**src/rtl/rib_xbar_n_pkg.sv**
```systemverilog
// rib_xbar_n_pkg: constants, FSM encoding and one helper shared by the crossbar files.
//   RIB_AW / RIB_DW          address and data widths of every RIB port
//   RIB_SEL_MSB / RIB_SEL_LSB address field that selects the slave
//   rib_state_e              arbiter FSM states (idle / owned)
//   rib_slave_addr()         strips the slave-select field from a master address
package rib_xbar_n_pkg;

  localparam int unsigned RIB_AW      = 32;
  localparam int unsigned RIB_DW      = 32;
  localparam int unsigned RIB_SEL_MSB = 31;
  localparam int unsigned RIB_SEL_LSB = 28;
  localparam int unsigned RIB_SEL_W   = RIB_SEL_MSB - RIB_SEL_LSB + 1;

  typedef enum logic {
    StIdle  = 1'b0,
    StOwned = 1'b1
  } rib_state_e;

  // Slaves see a local address: the select field is zeroed.
  function automatic logic [RIB_AW-1:0] rib_slave_addr(input logic [RIB_AW-1:0] addr);
    logic [RIB_AW-1:0] local_addr;
    local_addr = addr;
    local_addr[RIB_SEL_MSB:RIB_SEL_LSB] = '0;
    return local_addr;
  endfunction

endpackage

```
**src/rtl/rib_xbar_n_arb_pick.sv**
```systemverilog
// rib_xbar_n_arb_pick: purely combinational winner selection for the RIB crossbar.
// Optional feature macro: RIB_XBAR_RR_EN (round-robin search starting at i_rr_ptr);
// without it the highest-index eligible request wins.
// Ports:
//   i_req     NM   request vector
//   i_mask    NM   masters excluded from this arbitration
//   i_rr_ptr  IW   round-robin start index (only with RIB_XBAR_RR_EN)
//   o_onehot  NM   one-hot winner (0 when none)
//   o_idx     IW   winner index (0 when none)
//   o_valid   1    a winner exists
module rib_xbar_n_arb_pick #(
  parameter int unsigned NM = 4,
  parameter int unsigned IW = 2
) (
  input  logic [NM-1:0] i_req,
  input  logic [NM-1:0] i_mask,
`ifdef RIB_XBAR_RR_EN
  input  logic [IW-1:0] i_rr_ptr,
`endif
  output logic [NM-1:0] o_onehot,
  output logic [IW-1:0] o_idx,
  output logic          o_valid
);

  logic [NM-1:0] w_cand;
  assign w_cand = i_req & ~i_mask;

`ifdef RIB_XBAR_RR_EN
  logic [2*NM-1:0] w_dbl;
  logic [NM-1:0]   w_rot;
  logic [IW-1:0]   w_off;
  logic [IW:0]     w_sum;

  // Rotate candidates so that bit 0 is the master at i_rr_ptr, then take the lowest set bit.
  always_comb begin
    w_dbl   = {w_cand, w_cand} >> i_rr_ptr;
    w_rot   = w_dbl[NM-1:0];
    w_off   = '0;
    o_valid = 1'b0;
    for (int k = NM - 1; k >= 0; k--) begin
      if (w_rot[k]) begin
        o_valid = 1'b1;
        w_off   = IW'(k);
      end
    end
    w_sum = {1'b0, i_rr_ptr} + {1'b0, w_off};
    if (w_sum >= (IW+1)'(NM)) begin
      w_sum = w_sum - (IW+1)'(NM);
    end
    o_idx = o_valid ? w_sum[IW-1:0] : '0;
  end
`else
  // Later (higher-index) hits overwrite earlier ones.
  always_comb begin
    o_valid = 1'b0;
    o_idx   = '0;
    for (int i = 0; i < NM; i++) begin
      if (w_cand[i]) begin
        o_valid = 1'b1;
        o_idx   = IW'(i);
      end
    end
  end
`endif

  always_comb begin
    o_onehot        = '0;
    o_onehot[o_idx] = o_valid;
  end

endmodule

```
**src/rtl/rib_xbar_n.sv**
```systemverilog
// rib_xbar_n: NM-master / NS-slave RIB crossbar with bus lock, starvation limit and decode error.
// Optional feature macro: RIB_XBAR_RR_EN (round-robin idle arbitration; default fixed priority,
// highest master index wins).
// Ports:
//   clk, rst     clock, synchronous active-high reset
//   m_req_i      NM      per-master request
//   m_we_i       NM      per-master write enable
//   m_addr_i     NM*32   master i address at [32*i+:32]
//   m_wdata_i    NM*32   master write data
//   m_rdata_o    NM*32   read data to the forwarded master, 0 for all others
//   m_hold_o     NM      request pending but not forwarded this cycle
//   s_addr_o     32      forwarded address with select field zeroed, 0 when idle
//   s_wdata_o    32      forwarded write data, 0 when idle
//   s_we_o       NS      one-hot write strobe to the decoded slave
//   s_rdata_i    NS*32   slave read data
//   dec_err_o    1       registered pulse after a forwarded access to a non-existent slave
module rib_xbar_n
  import rib_xbar_n_pkg::*;
#(
  parameter int unsigned    NM       = 4,
  parameter int unsigned    NS       = 6,
  parameter int unsigned    MAX_LOCK = 16,
  parameter logic [RIB_DW-1:0] ERR_DATA = 32'hDEADBEEF
) (
  input  logic                 clk,
  input  logic                 rst,
  input  logic [NM-1:0]        m_req_i,
  input  logic [NM-1:0]        m_we_i,
  input  logic [NM*RIB_AW-1:0] m_addr_i,
  input  logic [NM*RIB_DW-1:0] m_wdata_i,
  output logic [NM*RIB_DW-1:0] m_rdata_o,
  output logic [NM-1:0]        m_hold_o,
  output logic [RIB_AW-1:0]    s_addr_o,
  output logic [RIB_DW-1:0]    s_wdata_o,
  output logic [NS-1:0]        s_we_o,
  input  logic [NS*RIB_DW-1:0] s_rdata_i,
  output logic                 dec_err_o
);

  localparam int unsigned IW = $clog2(NM);
  localparam int unsigned CW = $clog2(MAX_LOCK + 1);
  localparam int unsigned SW = RIB_SEL_W;

  rib_state_e    r_state;
  logic [IW-1:0] r_owner;
  logic [CW-1:0] r_lock_cnt;
  logic [NM-1:0] r_excl;
  logic          r_dec_err;
`ifdef RIB_XBAR_RR_EN
  logic [IW-1:0] r_rr_ptr;
`endif

  logic [NM-1:0]     w_pick_oh;
  logic [IW-1:0]     w_pick_idx;
  logic              w_pick_valid;
  logic [NM-1:0]     w_owner_oh;
  logic              w_owner_req;
  logic              w_others_req;
  logic              w_at_limit;
  logic              w_fwd_valid;
  logic [NM-1:0]     w_fwd_oh;
  logic [RIB_AW-1:0] w_addr;
  logic [RIB_DW-1:0] w_wdata;
  logic              w_we;
  logic [SW-1:0]     w_sel;
  logic              w_sel_ok;
  logic [RIB_DW-1:0] w_srdata;

  rib_xbar_n_arb_pick #(
    .NM (NM),
    .IW (IW)
  ) u_arb_pick (
    .i_req    (m_req_i),
    .i_mask   (r_excl),
`ifdef RIB_XBAR_RR_EN
    .i_rr_ptr (r_rr_ptr),
`endif
    .o_onehot (w_pick_oh),
    .o_idx    (w_pick_idx),
    .o_valid  (w_pick_valid)
  );

  always_comb begin
    w_owner_oh          = '0;
    w_owner_oh[r_owner] = 1'b1;
  end

  assign w_owner_req  = |(m_req_i & w_owner_oh);
  assign w_others_req = |(m_req_i & ~w_owner_oh);
  assign w_at_limit   = (r_lock_cnt == CW'(MAX_LOCK));

  // Which master drives the slave side this cycle; nothing is forwarded while in reset.
  always_comb begin
    w_fwd_valid = 1'b0;
    w_fwd_oh    = '0;
    if (!rst) begin
      if (r_state == StIdle) begin
        w_fwd_valid = w_pick_valid;
        w_fwd_oh    = w_pick_oh;
      end else begin
        w_fwd_valid = w_owner_req;
        w_fwd_oh    = w_owner_req ? w_owner_oh : '0;
      end
    end
  end

  always_comb begin
    w_addr  = '0;
    w_wdata = '0;
    w_we    = 1'b0;
    for (int i = 0; i < NM; i++) begin
      if (w_fwd_oh[i]) begin
        w_addr  = m_addr_i[i*RIB_AW +: RIB_AW];
        w_wdata = m_wdata_i[i*RIB_DW +: RIB_DW];
        w_we    = m_we_i[i];
      end
    end
  end

  assign w_sel    = w_addr[RIB_SEL_MSB:RIB_SEL_LSB];
  assign w_sel_ok = (32'(w_sel) < NS);

  // Unmatched select falls through to ERR_DATA.
  always_comb begin
    w_srdata = ERR_DATA;
    for (int k = 0; k < NS; k++) begin
      if (w_sel == SW'(k)) begin
        w_srdata = s_rdata_i[k*RIB_DW +: RIB_DW];
      end
    end
  end

  always_comb begin
    for (int i = 0; i < NM; i++) begin
      m_rdata_o[i*RIB_DW +: RIB_DW] = w_fwd_oh[i] ? w_srdata : '0;
    end
  end

  // A select beyond NS matches no strobe, so bad writes are dropped.
  always_comb begin
    for (int k = 0; k < NS; k++) begin
      s_we_o[k] = w_we & (w_sel == SW'(k));
    end
  end

  assign s_addr_o  = rib_slave_addr(w_addr);
  assign s_wdata_o = w_wdata;
  assign m_hold_o  = rst ? '0 : (m_req_i & ~w_fwd_oh);
  assign dec_err_o = r_dec_err;

  always_ff @(posedge clk) begin
    if (rst) begin
      r_state    <= StIdle;
      r_owner    <= '0;
      r_lock_cnt <= '0;
      r_excl     <= '0;
      r_dec_err  <= 1'b0;
`ifdef RIB_XBAR_RR_EN
      r_rr_ptr   <= '0;
`endif
    end else begin
      r_dec_err <= w_fwd_valid & ~w_sel_ok;
      unique case (r_state)
        StIdle: begin
          // Exclusion lasts for exactly one idle arbitration.
          r_excl <= '0;
          if (w_pick_valid) begin
            r_state    <= StOwned;
            r_owner    <= w_pick_idx;
            r_lock_cnt <= CW'(1);
`ifdef RIB_XBAR_RR_EN
            r_rr_ptr   <= (w_pick_idx == IW'(NM - 1)) ? '0 : w_pick_idx + IW'(1);
`endif
          end
        end
        StOwned: begin
          if (!w_owner_req) begin
            r_state    <= StIdle;
            r_lock_cnt <= '0;
          end else if (w_at_limit && w_others_req) begin
            r_state    <= StIdle;
            r_excl     <= w_owner_oh;
            r_lock_cnt <= '0;
          end else if (!w_at_limit) begin
            r_lock_cnt <= r_lock_cnt + CW'(1);
          end
        end
        default: r_state <= StIdle;
      endcase
    end
  end

endmodule
```
**config.mk**
```make
export PLATFORM = sky130hd
export DESIGN_NAME = rib_xbar_n
export DESIGN_NICKNAME = d
export VERILOG_FILES = /design/src/rtl/rib_xbar_n_pkg.sv /design/src/rtl/rib_xbar_n_arb_pick.sv /design/src/rtl/rib_xbar_n.sv
export SDC_FILE = /design/constraint.sdc
export NUM_CORES = 1
export LEC_CHECK = 0
export ABC_CLOCK_PERIOD_IN_PS = 2750
export BUFFER_PORTS_ARGS = -buffer_cell sky130_fd_sc_hd__buf_2
export CAP_MARGIN = 20
export CORE_AREA = 5 5 254 256
export CTS_CLUSTER_SIZE = 12
export DETAILED_ROUTE_END_ITERATION = 8
export DIE_AREA = 0 0 259 261
export GPL_TIMING_DRIVEN = 0
export SYNTH_ARGS = -nofsm -noshare
export SYNTH_HDL_FRONTEND = slang
export SYNTH_SLANG_ARGS = --single-unit
```
**constraint.sdc**
```tcl
create_clock -name clk -period 2.75 [get_ports clk]
set_input_delay 0.1375 -clock clk [delete_from_list [all_inputs] [get_ports clk]]
set_output_delay 0.1375 -clock clk [all_outputs]
set_load 0.1 [all_outputs]
```
After elaboration in Yosys (flattened, before gate mapping)
Cells that the tools add are included.
{"block": "classes", "n_eq_ne": 10, "bitwise": 17, "reduce_logical": 9, "mux": 51, "n_addsub": 1, "n_lt_le_gt_ge": 5}
{"operator": "$mux 32", "count": 18}
{"operator": "$mux 4", "count": 6}
{"operator": "$and 4x4->4", "count": 5}
{"operator": "$mux 5", "count": 4}
{"operator": "$mux 1", "count": 16}
{"operator": "$not 4->4", "count": 3}
{"operator": "$pmux 5 s2", "count": 1}
{"operator": "$eq 4x2->1 const B", "count": 2}
{"operator": "$eq 4x3->1 const B", "count": 2}
{"operator": "$pmux 4 s2", "count": 1}
{"operator": "$reduce_or 4->1", "count": 2}
{"operator": "$and 1x1->1", "count": 7}
{"operator": "$lt 2x3->1 const B", "count": 2}
{"operator": "$reduce_and 2->1", "count": 3}
{"operator": "$add 5x1->5 const B", "count": 1}
{"operator": "$eq 5x5->1 const B", "count": 1}
{"operator": "$demux 1 s2", "count": 2}
{"operator": "$eq 4x1->1 const B", "count": 1}
{"operator": "$ge 2x1->1 const B", "count": 2}
{"operator": "$logic_not 4->1", "count": 1}
{"operator": "$lt 4x3->1 const B", "count": 1}
{"operator": "$mux 2", "count": 2}
{"operator": "$ne 2x1->1 const B", "count": 2}
{"operator": "$ne 4x3->1 const B", "count": 1}
{"operator": "4 further kinds", "count": 7}
{"block": "totals", "wordCells": 98, "out_inout_bits": 203, "in_bits": 458, "register_bits": 13}

Logic depth before layout (Yosys ltp)
Gate-level depths: netlist of run 1.
{"block": "depth", "depth_word": 24, "depth_mapped": 12, "ltp_nobuf": 8}

By module
A second synthesis of run 1 with hierarchy kept.
{"block": "hier_totals", "hier_cells": 1014, "hier_area_um2": 6187.2}
{"module": "rib_xbar_n", "seq_area_each_um2": 260.2, "cells_each": 1002, "area_each_um2": 6092.1, "n_inst": 1}
{"module": "rib_xbar_n_arb_pick", "seq_area_each_um2": 0.0, "cells_each": 12, "area_each_um2": 95.1, "n_inst": 1}

Worst setup path after synthesis of run 1
OpenSTA, ideal clock, no wires.
{"block": "synth_path", "kind": "flip-flop to output port", "from": "register r_state", "to": "output m_hold_o[2]", "path_stages_with_launch": 5, "required_time_ns": 2.612, "n_path_buf": 2, "setup_slack_ns": -2.883, "t_arrival_ns": 5.496, "cell_sequence": "dfxtp_1 -> buf_2 -> clkbuf_1 -> nor3_1 -> a2111oi_0"}
{"block": "synth_via", "elab_chain_cells": 5}
{"item": "start, declared", "line": "rib_xbar_n.sv:44", "source": "rib_state_e r_state;"}
{"item": "start signal, assigned", "line": "rib_xbar_n.sv:153", "source": "r_state <= StIdle;"}
{"item": "start signal, assigned", "line": "rib_xbar_n.sv:168", "source": "r_state <= StOwned;"}
{"item": "start signal, assigned", "line": "rib_xbar_n.sv:178", "source": "r_state <= StIdle;"}
{"item": "$mux 4", "line": "rib_xbar_n.sv:97", "source": "if (r_state == StIdle) begin"}
{"item": "$mux 4", "line": "rib_xbar_n.sv:96", "source": "if (!rst) begin"}
{"item": "$not 4->4", "line": "rib_xbar_n.sv:148", "source": "assign m_hold_o = rst ? '0 : (m_req_i & ~w_fwd_oh);"}
{"item": "$and 4x4->4", "line": "rib_xbar_n.sv:148"}
{"item": "$mux 4", "line": "rib_xbar_n.sv:148"}
{"item": "end, declared", "line": "rib_xbar_n.sv:32", "source": "output logic [NM-1:0] m_hold_o,"}
No other way between the ends.

Final worst setup path of run 1
{"block": "layout_path", "from": "register r_state", "to": "output m_rdata_o[93]"}
{"block": "layout_via", "elab_chain_cells": 14, "word_cells_on_any_way": 19, "classes_between": "5 x eq/ne; 13 x mux; 1 x reduce/logical"}
{"item": "$mux 4 (*)", "line": "rib_xbar_n.sv:97"}
{"item": "$mux 4 (*)", "line": "rib_xbar_n.sv:96"}
{"item": "$mux 32 (4 in series)", "line": "rib_xbar_n.sv:112", "source": "if (w_fwd_oh[i]) begin"}
{"item": "$logic_not 4->1", "line": "rib_xbar_n.sv:127", "source": "if (w_sel == SW'(k)) begin"}
{"item": "$mux 32 (6 in series)", "line": "rib_xbar_n.sv:127"}
{"item": "$mux 32 (*)", "line": "rib_xbar_n.sv:135", "source": "m_rdata_o[i*RIB_DW +: RIB_DW] = w_fwd_oh[i] ? w_srdata : '0;"}
{"item": "end, declared", "line": "rib_xbar_n.sv:31", "source": "output logic [NM*RIB_DW-1:0] m_rdata_o,"}
Every way passes the cells marked *; elsewhere a longest branch is shown, timed or not.

==> impl_metrics.env, run 1 <==
export IMPL_crit_fanout=7
export IMPL_outcome="complete, but fails checks"
export IMPL_worstPathArrival_ns=3.56
export IMPL_dp_hpwl_um=57000
export IMPL_synth_top_area_share_pct=21.2
export IMPL_setup_ws_ns=-0.947
export IMPL_cpMaxStageDelayCell="a222oi_1"
export IMPL_syn_inst=823
export IMPL_syn_area_mm2=0.00468
export IMPL_dpl_cell_area_mm2=0.0109
export IMPL_synth_edf_count=0
export IMPL_r2r_end="dec_err_o"
export IMPL_antenna_found_initial=42
export IMPL_route_detailed_drc=1
export IMPL_overflow=0
export IMPL_numCtsBuffers=3
export IMPL_hold_path_cell_count=5
export IMPL_grtUsageTotal_pct=19.5
export IMPL_dieArea_mm2=0.0676
export IMPL_die_w_um=259
export IMPL_numClockSinks=13
export IMPL_clk_latency_ns=0.24
export IMPL_root_buffer="clkbuf_16"
export IMPL_cts_buffer_depth=2
export IMPL_grt_pass1_vias=11400
export IMPL_routedWlPerCell_um=28.6
export IMPL_final_common_cell="buf_2"
export IMPL_slew_viol_final=0
export IMPL_viasPerCell=4.44
export IMPL_wirelength_um=71900
export IMPL_dieHeight_um=261
export IMPL_place_gp_congestion=0.917
export IMPL_required_ns=2.61
export IMPL_slowest_delay_ns=0.74
export IMPL_clock_fmax_ghz=0.270
export IMPL_io_buffers=656
export IMPL_rows=92
export IMPL_crit_path_end_kind="output port"
export IMPL_worst_path_most_repeated_cell="buf_12"
export IMPL_cts_tree="built"
export IMPL_skew_ns=0.00358
export IMPL_hold_class="input pin to flip-flop"
export IMPL_yosysWarnings=0
export IMPL_post_synth_top_area_cell="nor2_1"
export IMPL_path_cells="and3b_2 -> a32oi_4 -> buf_12 -> nand2_8 -> o31ai_4 -> buf_12 -> buf_12 -> mux2i_4 -> o2bb2ai_2 -> a222oi_1 -> buf_6 -> nor2_4 -> buf_12"
export IMPL_min_to="r_owner[0]"
export IMPL_rrSetupSlack_ns=0.13
export IMPL_pwr_density_cell_mw_per_mm2=423
export IMPL_synth_top_flop_cell="dfxtp_1"
export IMPL_maxSlewHeadroom_pct=17.8
export IMPL_grt_setup_unrepaired="true"
export IMPL_worst_pin_slew_ns=1.23
export IMPL_startpoint_type="flip-flop"
export IMPL_ys_ff_latch=13
export IMPL_yosysSeqAreaShare_pct=5.56
export IMPL_path_clk_slew_ns=0.05
export IMPL_min_from="m_req_i[3]"
export IMPL_drtAntennaViolNets=0
export IMPL_grt_max_degree=11
export IMPL_ios=661
export IMPL_drive_gt1_share_pct=75.4
export IMPL_grt_pass1_wl_um=93000
export IMPL_ir_drop_v=0.000207
export IMPL_setup_violations=148
export IMPL_violations="design-rule violations, negative setup slack"
export IMPL_drt_initial_drc_count=1049
export IMPL_worstSetupPathType="flip-flop to output port"
export IMPL_drt_pass1_iter_count=9
export IMPL_worstRegToRegCells=13
export IMPL_fin_crit_sh_pct=134
export IMPL_reg2reg_from="r_state"
export IMPL_hold_viol_final=0
export IMPL_fillers=6546
export IMPL_syn_to_final_growth_pct=257
export IMPL_syn_area_per_cell_um2=5.69
export IMPL_initial_core_util_pct=7.52
export IMPL_power_leakage_nw=6.79
export IMPL_coreArea_mm2=0.0623
export IMPL_via_count=11200
export IMPL_drv_cap=0
export IMPL_layout_nets=2113
export IMPL_h_tree_depth=1
export IMPL_post_route_util_pct=26.9
export IMPL_cts_hold_buf=0
export IMPL_regArea_um2=267
export IMPL_multi_input_area_mm2=0.00678
export IMPL_synth_area_leaders="nor2_1 21%, a222oi_1 14%, a21oi_1 9.5%"
export IMPL_final_cell_mix="467 x buf_2, 168 x buf_12, 122 x nor2_1"
export IMPL_min_period_ns=3.70
export IMPL_final_cell_area_mm2=0.0167
export IMPL_async_reset_ff_share_pct=0
export IMPL_ys_types=68
metrics by stage:
stage,hold WS [ns],std cells,power (W),setup TNS (ns),setup slack [ns]
after floorplan,0.373,826,0.00329,-54.33,-0.613
after global placement,0.479,2328,0.00460,-331.45,-3.04
after detailed placement,0.484,2347,0.00467,-299.46,-2.45
after CTS,0.418,2469,0.00675,-98.77,-0.988
after global routing,0.458,2510,0.00728,-107.47,-1.03
final,0.424,2511,0.00707,-91.67,-0.947
report_power, final:
part	internal [W]	leakage, nW	switching (W)
combinational	0.00253	6.65	0.00406
clock	0.000196	0.0382	0.0000831
sequential	0.000198	0.108	0.00000814
total	0.00292	6.79	0.00415
cells in the mapped netlist (4+ instances only):
| master | number |
|---|---|
| a22o_1 | 4 |
| o21ai_0 | 14 |
| o2bb2ai_1 | 5 |
| nand2_1 | 100 |
| mux2i_1 | 12 |
| buf_2 | 18 |
| nand4_1 | 5 |
| buf_4 | 7 |
| inv_1 | 7 |
| a211oi_1 | 4 |
| nand2b_1 | 6 |
| and2_1 | 5 |
| a21oi_1 | 89 |
| a222oi_1 | 65 |
| nand3_1 | 4 |
| dfxtp_1 | 13 |
| nor2b_1 | 8 |
| nor2_1 | 264 |
| clkbuf_1 | 57 |
| nor4_1 | 11 |
| o22ai_1 | 25 |
| nor3_1 | 17 |
| a32oi_1 | 23 |
state kept, by name (all words and copies together), names as in the netlist:
name,cells
r_state,1
r_lock_cnt,5
r_excl,4
r_owner,2
dec_err_o,1
worst max-delay path by stage:
stage / startpoint / to / slack (ns) / cells past startpoint
global placement: r_excl[2] / m_rdata_o[93] / -3.04 / 10
detailed placement: r_excl[2] / m_rdata_o[125] / -2.45 / 11
finish: r_state / m_rdata_o[93] / -0.95 / 13
CTS: r_state / m_rdata_o[29] / -0.99 / 12
global route: r_state / m_rdata_o[125] / -1.03 / 13
floorplan: r_state / m_rdata_o[126] / -0.61 / 9
repair_timing:
action,CTS,global route
endpoints found under the setup margin,195,193
gates cloned,3,1
gates resized for setup,944,88
setup buffers,116,35
pin swaps,85,53
layout make-up:
| cell class | count | share of cell area (%) |
|---|---|---|
| buffer | 80 | 4.73 |
| inverter | 7 | 0.157 |
| tap | 846 | 6.33 |
| clock buffer | 4 | 0.471 |
| multi-input combinational | 723 | 40.5 |
| sequential | 13 | 1.59 |
| timing repair buffer | 825 | 46.0 |
| antenna | 13 | 0.194 |
critical path, delay by kind of cell, from the launching register on:
family	cells	cell delay, ns
AO/OA/AOI/OAI	4	1.32
buffers and inverters	5	0.89
flip-flops	1	0.37
multiplexers	1	0.35
AND/OR/NAND/NOR	3	0.34
kinds of logic (layout without fill, tap and decap cells):
| kind of cell | after synthesis | count (layout) | share of synthesized area (%) |
|---|---|---|---|
| compound gates | 265 | 265 | 42.7 |
| xor+xnor | 3 | 3 | 0.561 |
| fa+ha+maj | 2 | 2 | 0.535 |
| buf+inv | 90 | 916 | 8.42 |
| flops | 13 | 13 | 5.56 |
| mux | 14 | 14 | 3.29 |
| other cells | 1 | 17 | 0.0801 |
| simple gates | 435 | 435 | 38.9 |
routing by layer:
| metal | track usage (%) | part of all wire (%) |
|---|---|---|
| met2 | 36.9 | 52 |
| met5 | 0 | 0.12 |
| met1 | 21.6 | 36 |
| met3 | 3.36 | 7.2 |
| met4 | 7.39 | 5.5 |
(Power assumes the default switching activity.)
==> inputs of run 2 (changes only) <==
--- a/config.mk
+++ b/config.mk
@@ -13,6 +13,8 @@
 export DETAILED_ROUTE_END_ITERATION = 8
 export DIE_AREA = 0 0 259 261
 export GPL_TIMING_DRIVEN = 0
+export PLACE_DENSITY = 0.33
+export SLEW_MARGIN = 20
 export SYNTH_ARGS = -nofsm -noshare
 export SYNTH_HDL_FRONTEND = slang
 export SYNTH_SLANG_ARGS = --single-unit
==> run 2 against run 1 <==
The flow finishes with violations (negative setup slack). Via count shrank 10%. Clock skew is essentially flat. Sequential share of layout area grew 0.19 points. Sequential power grew 2%. Highest routed layer is now met4. Routed wire length shrank 15%. Design area shrank 10%.
==> impl_metrics.env, run 2 (synthesis results as in run 1) <==
export IMPL_required_ns=2.61
export IMPL_numClockSinks=13
export IMPL_io_buffers=656
export IMPL_clk_latency_ns=0.24
export IMPL_hold_path_cell_count=5
export IMPL_grt_max_degree=11
export IMPL_die_w_um=259
export IMPL_setup_ws_ns=-0.602
export IMPL_worst_pin_slew_ns=1.08
export IMPL_path_clk_slew_ns=0.04
export IMPL_worstSetupPathType="flip-flop to output port"
export IMPL_via_count=9990
export IMPL_ios=661
export IMPL_drt_initial_drc_count=747
export IMPL_slowest_delay_ns=0.38
export IMPL_setup_violations=191
export IMPL_top_regs="r_lock_cnt x5, r_excl x4, r_owner x2"
export IMPL_grt_setup_unrepaired="true"
export IMPL_grtUsageTotal_pct=16.3
export IMPL_syn_to_final_growth_pct=221
export IMPL_layout_cells_non_filler=2427
export IMPL_r2r_end="dec_err_o"
export IMPL_violations="negative setup slack"
export IMPL_skew_ns=0.00337
export IMPL_final_common_cell="buf_2"
export IMPL_hold_viol_final=0
export IMPL_final_cell_area_mm2=0.0150
export IMPL_pwr_density_cell_mw_per_mm2=422
export IMPL_drt_pass1_iter_count=8
export IMPL_rows=92
export IMPL_route_detailed_drc=0
export IMPL_cpMaxStageDelayCell="dfxtp_4"
export IMPL_drv_cap=0
export IMPL_initial_core_util_pct=7.52
export IMPL_routedWlPerCell_um=25.1
export IMPL_min_period_ns=3.35
export IMPL_ir_drop_v=0.000164
export IMPL_largest_reg_flops=5
export IMPL_crit_path_end_kind="output port"
export IMPL_outcome="complete, but fails checks"
export IMPL_slew_viol_final=0
export IMPL_layout_nets=2041
export IMPL_clock_fmax_ghz=0.298
export IMPL_dieHeight_um=261
export IMPL_cts_tree="built"
export IMPL_power_leakage_nw=6.17
export IMPL_drive_gt1_share_pct=72.8
export IMPL_path_cells="and3b_2 -> a32oi_4 -> buf_12 -> nand2_8 -> o31a_4 -> buf_12 -> buf_16 -> buf_6 -> nor2_4 -> a311oi_4 -> buf_12 -> nor4_4 -> buf_6"
export IMPL_h_tree_depth=1
export IMPL_fin_crit_sh_pct=122
export IMPL_grt_pass1_wl_um=80300
export IMPL_regArea_um2=268
export IMPL_dp_cells=2337
export IMPL_min_to="r_owner[0]"
export IMPL_numCtsBuffers=3
export IMPL_multi_input_area_mm2=0.00646
export IMPL_worst_path_most_repeated_cell="buf_12"
export IMPL_cts_buffer_depth=2
export IMPL_dp_hpwl_um=51800
export IMPL_final_cell_mix="517 x buf_2, 155 x buf_12, 131 x nor2_1"
export IMPL_rrSetupSlack_ns=0.60
export IMPL_grt_pass1_vias=10600
export IMPL_crit_fanout=8
export IMPL_reg2reg_from="r_state"
export IMPL_coreArea_mm2=0.0623
export IMPL_place_gp_congestion=0.905
export IMPL_fillers=6900
export IMPL_dieArea_mm2=0.0676
export IMPL_drtAntennaViolNets=0
export IMPL_root_buffer="clkbuf_16"
export IMPL_worstPathArrival_ns=3.21
export IMPL_antenna_found_initial=6
export IMPL_startpoint_type="flip-flop"
export IMPL_top_register="r_lock_cnt"
export IMPL_dpl_cell_area_mm2=0.0107
export IMPL_min_from="m_req_i[3]"
export IMPL_hold_class="input pin to flip-flop"
export IMPL_maxSlewHeadroom_pct=27.8
export IMPL_wirelength_um=60900
export IMPL_viasPerCell=4.12
export IMPL_worstRegToRegCells=10
export IMPL_overflow=0
-- run 2: power breakdown --
group / internal [W] / leakage, nW / switching, W / total (W)
Combinational: 0.00209 / 6.02 / 0.00377 / 0.00586
Clock: 0.000196 / 0.0382 / 0.0000804 / 0.000276
Sequential: 0.000199 / 0.108 / 0.0000108 / 0.000210
Total: 0.00248 / 6.17 / 0.00386 / 0.00634
-- run 2: worst max-delay path: cells and delay by family (launching register included) --
| family | cells | cell delay, ns |
|---|---|---|
| AOI/OAI and AO/OA | 3 | 0.71 |
| and+or+nand+nor | 4 | 0.85 |
| DFF | 1 | 0.38 |
| buffers and inverters | 6 | 1.01 |
-- run 2: layer usage --
layer | up-vias | track usage (%) | share of wire (%)
li1 | 4604 | - | -
met1 | 4780 | 18.1 | 36
met2 | 546 | 32.6 | 55
met3 | 60 | 2.56 | 6.3
met4 | 0 | 3.29 | 2.7
met5 | - | 0 | 0
-- run 2: repair_timing --
action | 4_1_cts | 5_1_grt
setup buffers | 64 | 18
pin swaps | 54 | 45
resized for setup | 549 | 237
hold buffers | 0 | 0
setup endpoints to repair | 195 | 194
cloned | 2 | 4
-- run 2: cell type report --
type,count,share of cell area [%]
multi-input combinational,723,43.0
timing repair buffer,751,42.6
tap,846,7.04
buffer,82,4.87
sequential,13,1.78
clock buffer,4,0.524
inverter,7,0.175
antenna,1,0.0166
-- run 2: worst max-delay path by stage --
stage	start	to	slack [ns]	cells after the start
final	r_state	m_rdata_o[78]	-0.60	13
after global routing	r_owner[1]	m_rdata_o[29]	-0.65	17
after CTS	r_state	m_rdata_o[78]	-0.69	15
after detailed placement	r_excl[2]	m_rdata_o[94]	-2.06	9
after global placement	r_excl[2]	m_rdata_o[54]	-2.57	8
after floorplan	r_state	m_rdata_o[126]	-0.61	9
-- run 2: through the flow --
step / utilization, % / setup slack (ns) / power, W / TNS, ns / hold slack, ns
2_1_floorplan: - / -0.613 / 0.00329 / -54.33 / 0.373
3_3_place_gp: 17.1 / -2.57 / 0.00457 / -291.14 / 0.484
3_5_place_dp: 17.2 / -2.06 / 0.00461 / -258.06 / 0.484
4_1_cts: 22.0 / -0.685 / 0.00596 / -86.28 / 0.500
5_1_grt: 24.1 / -0.647 / 0.00658 / -89.58 / 0.489
6_report: 24.1 / -0.602 / 0.00634 / -71.41 / 0.452
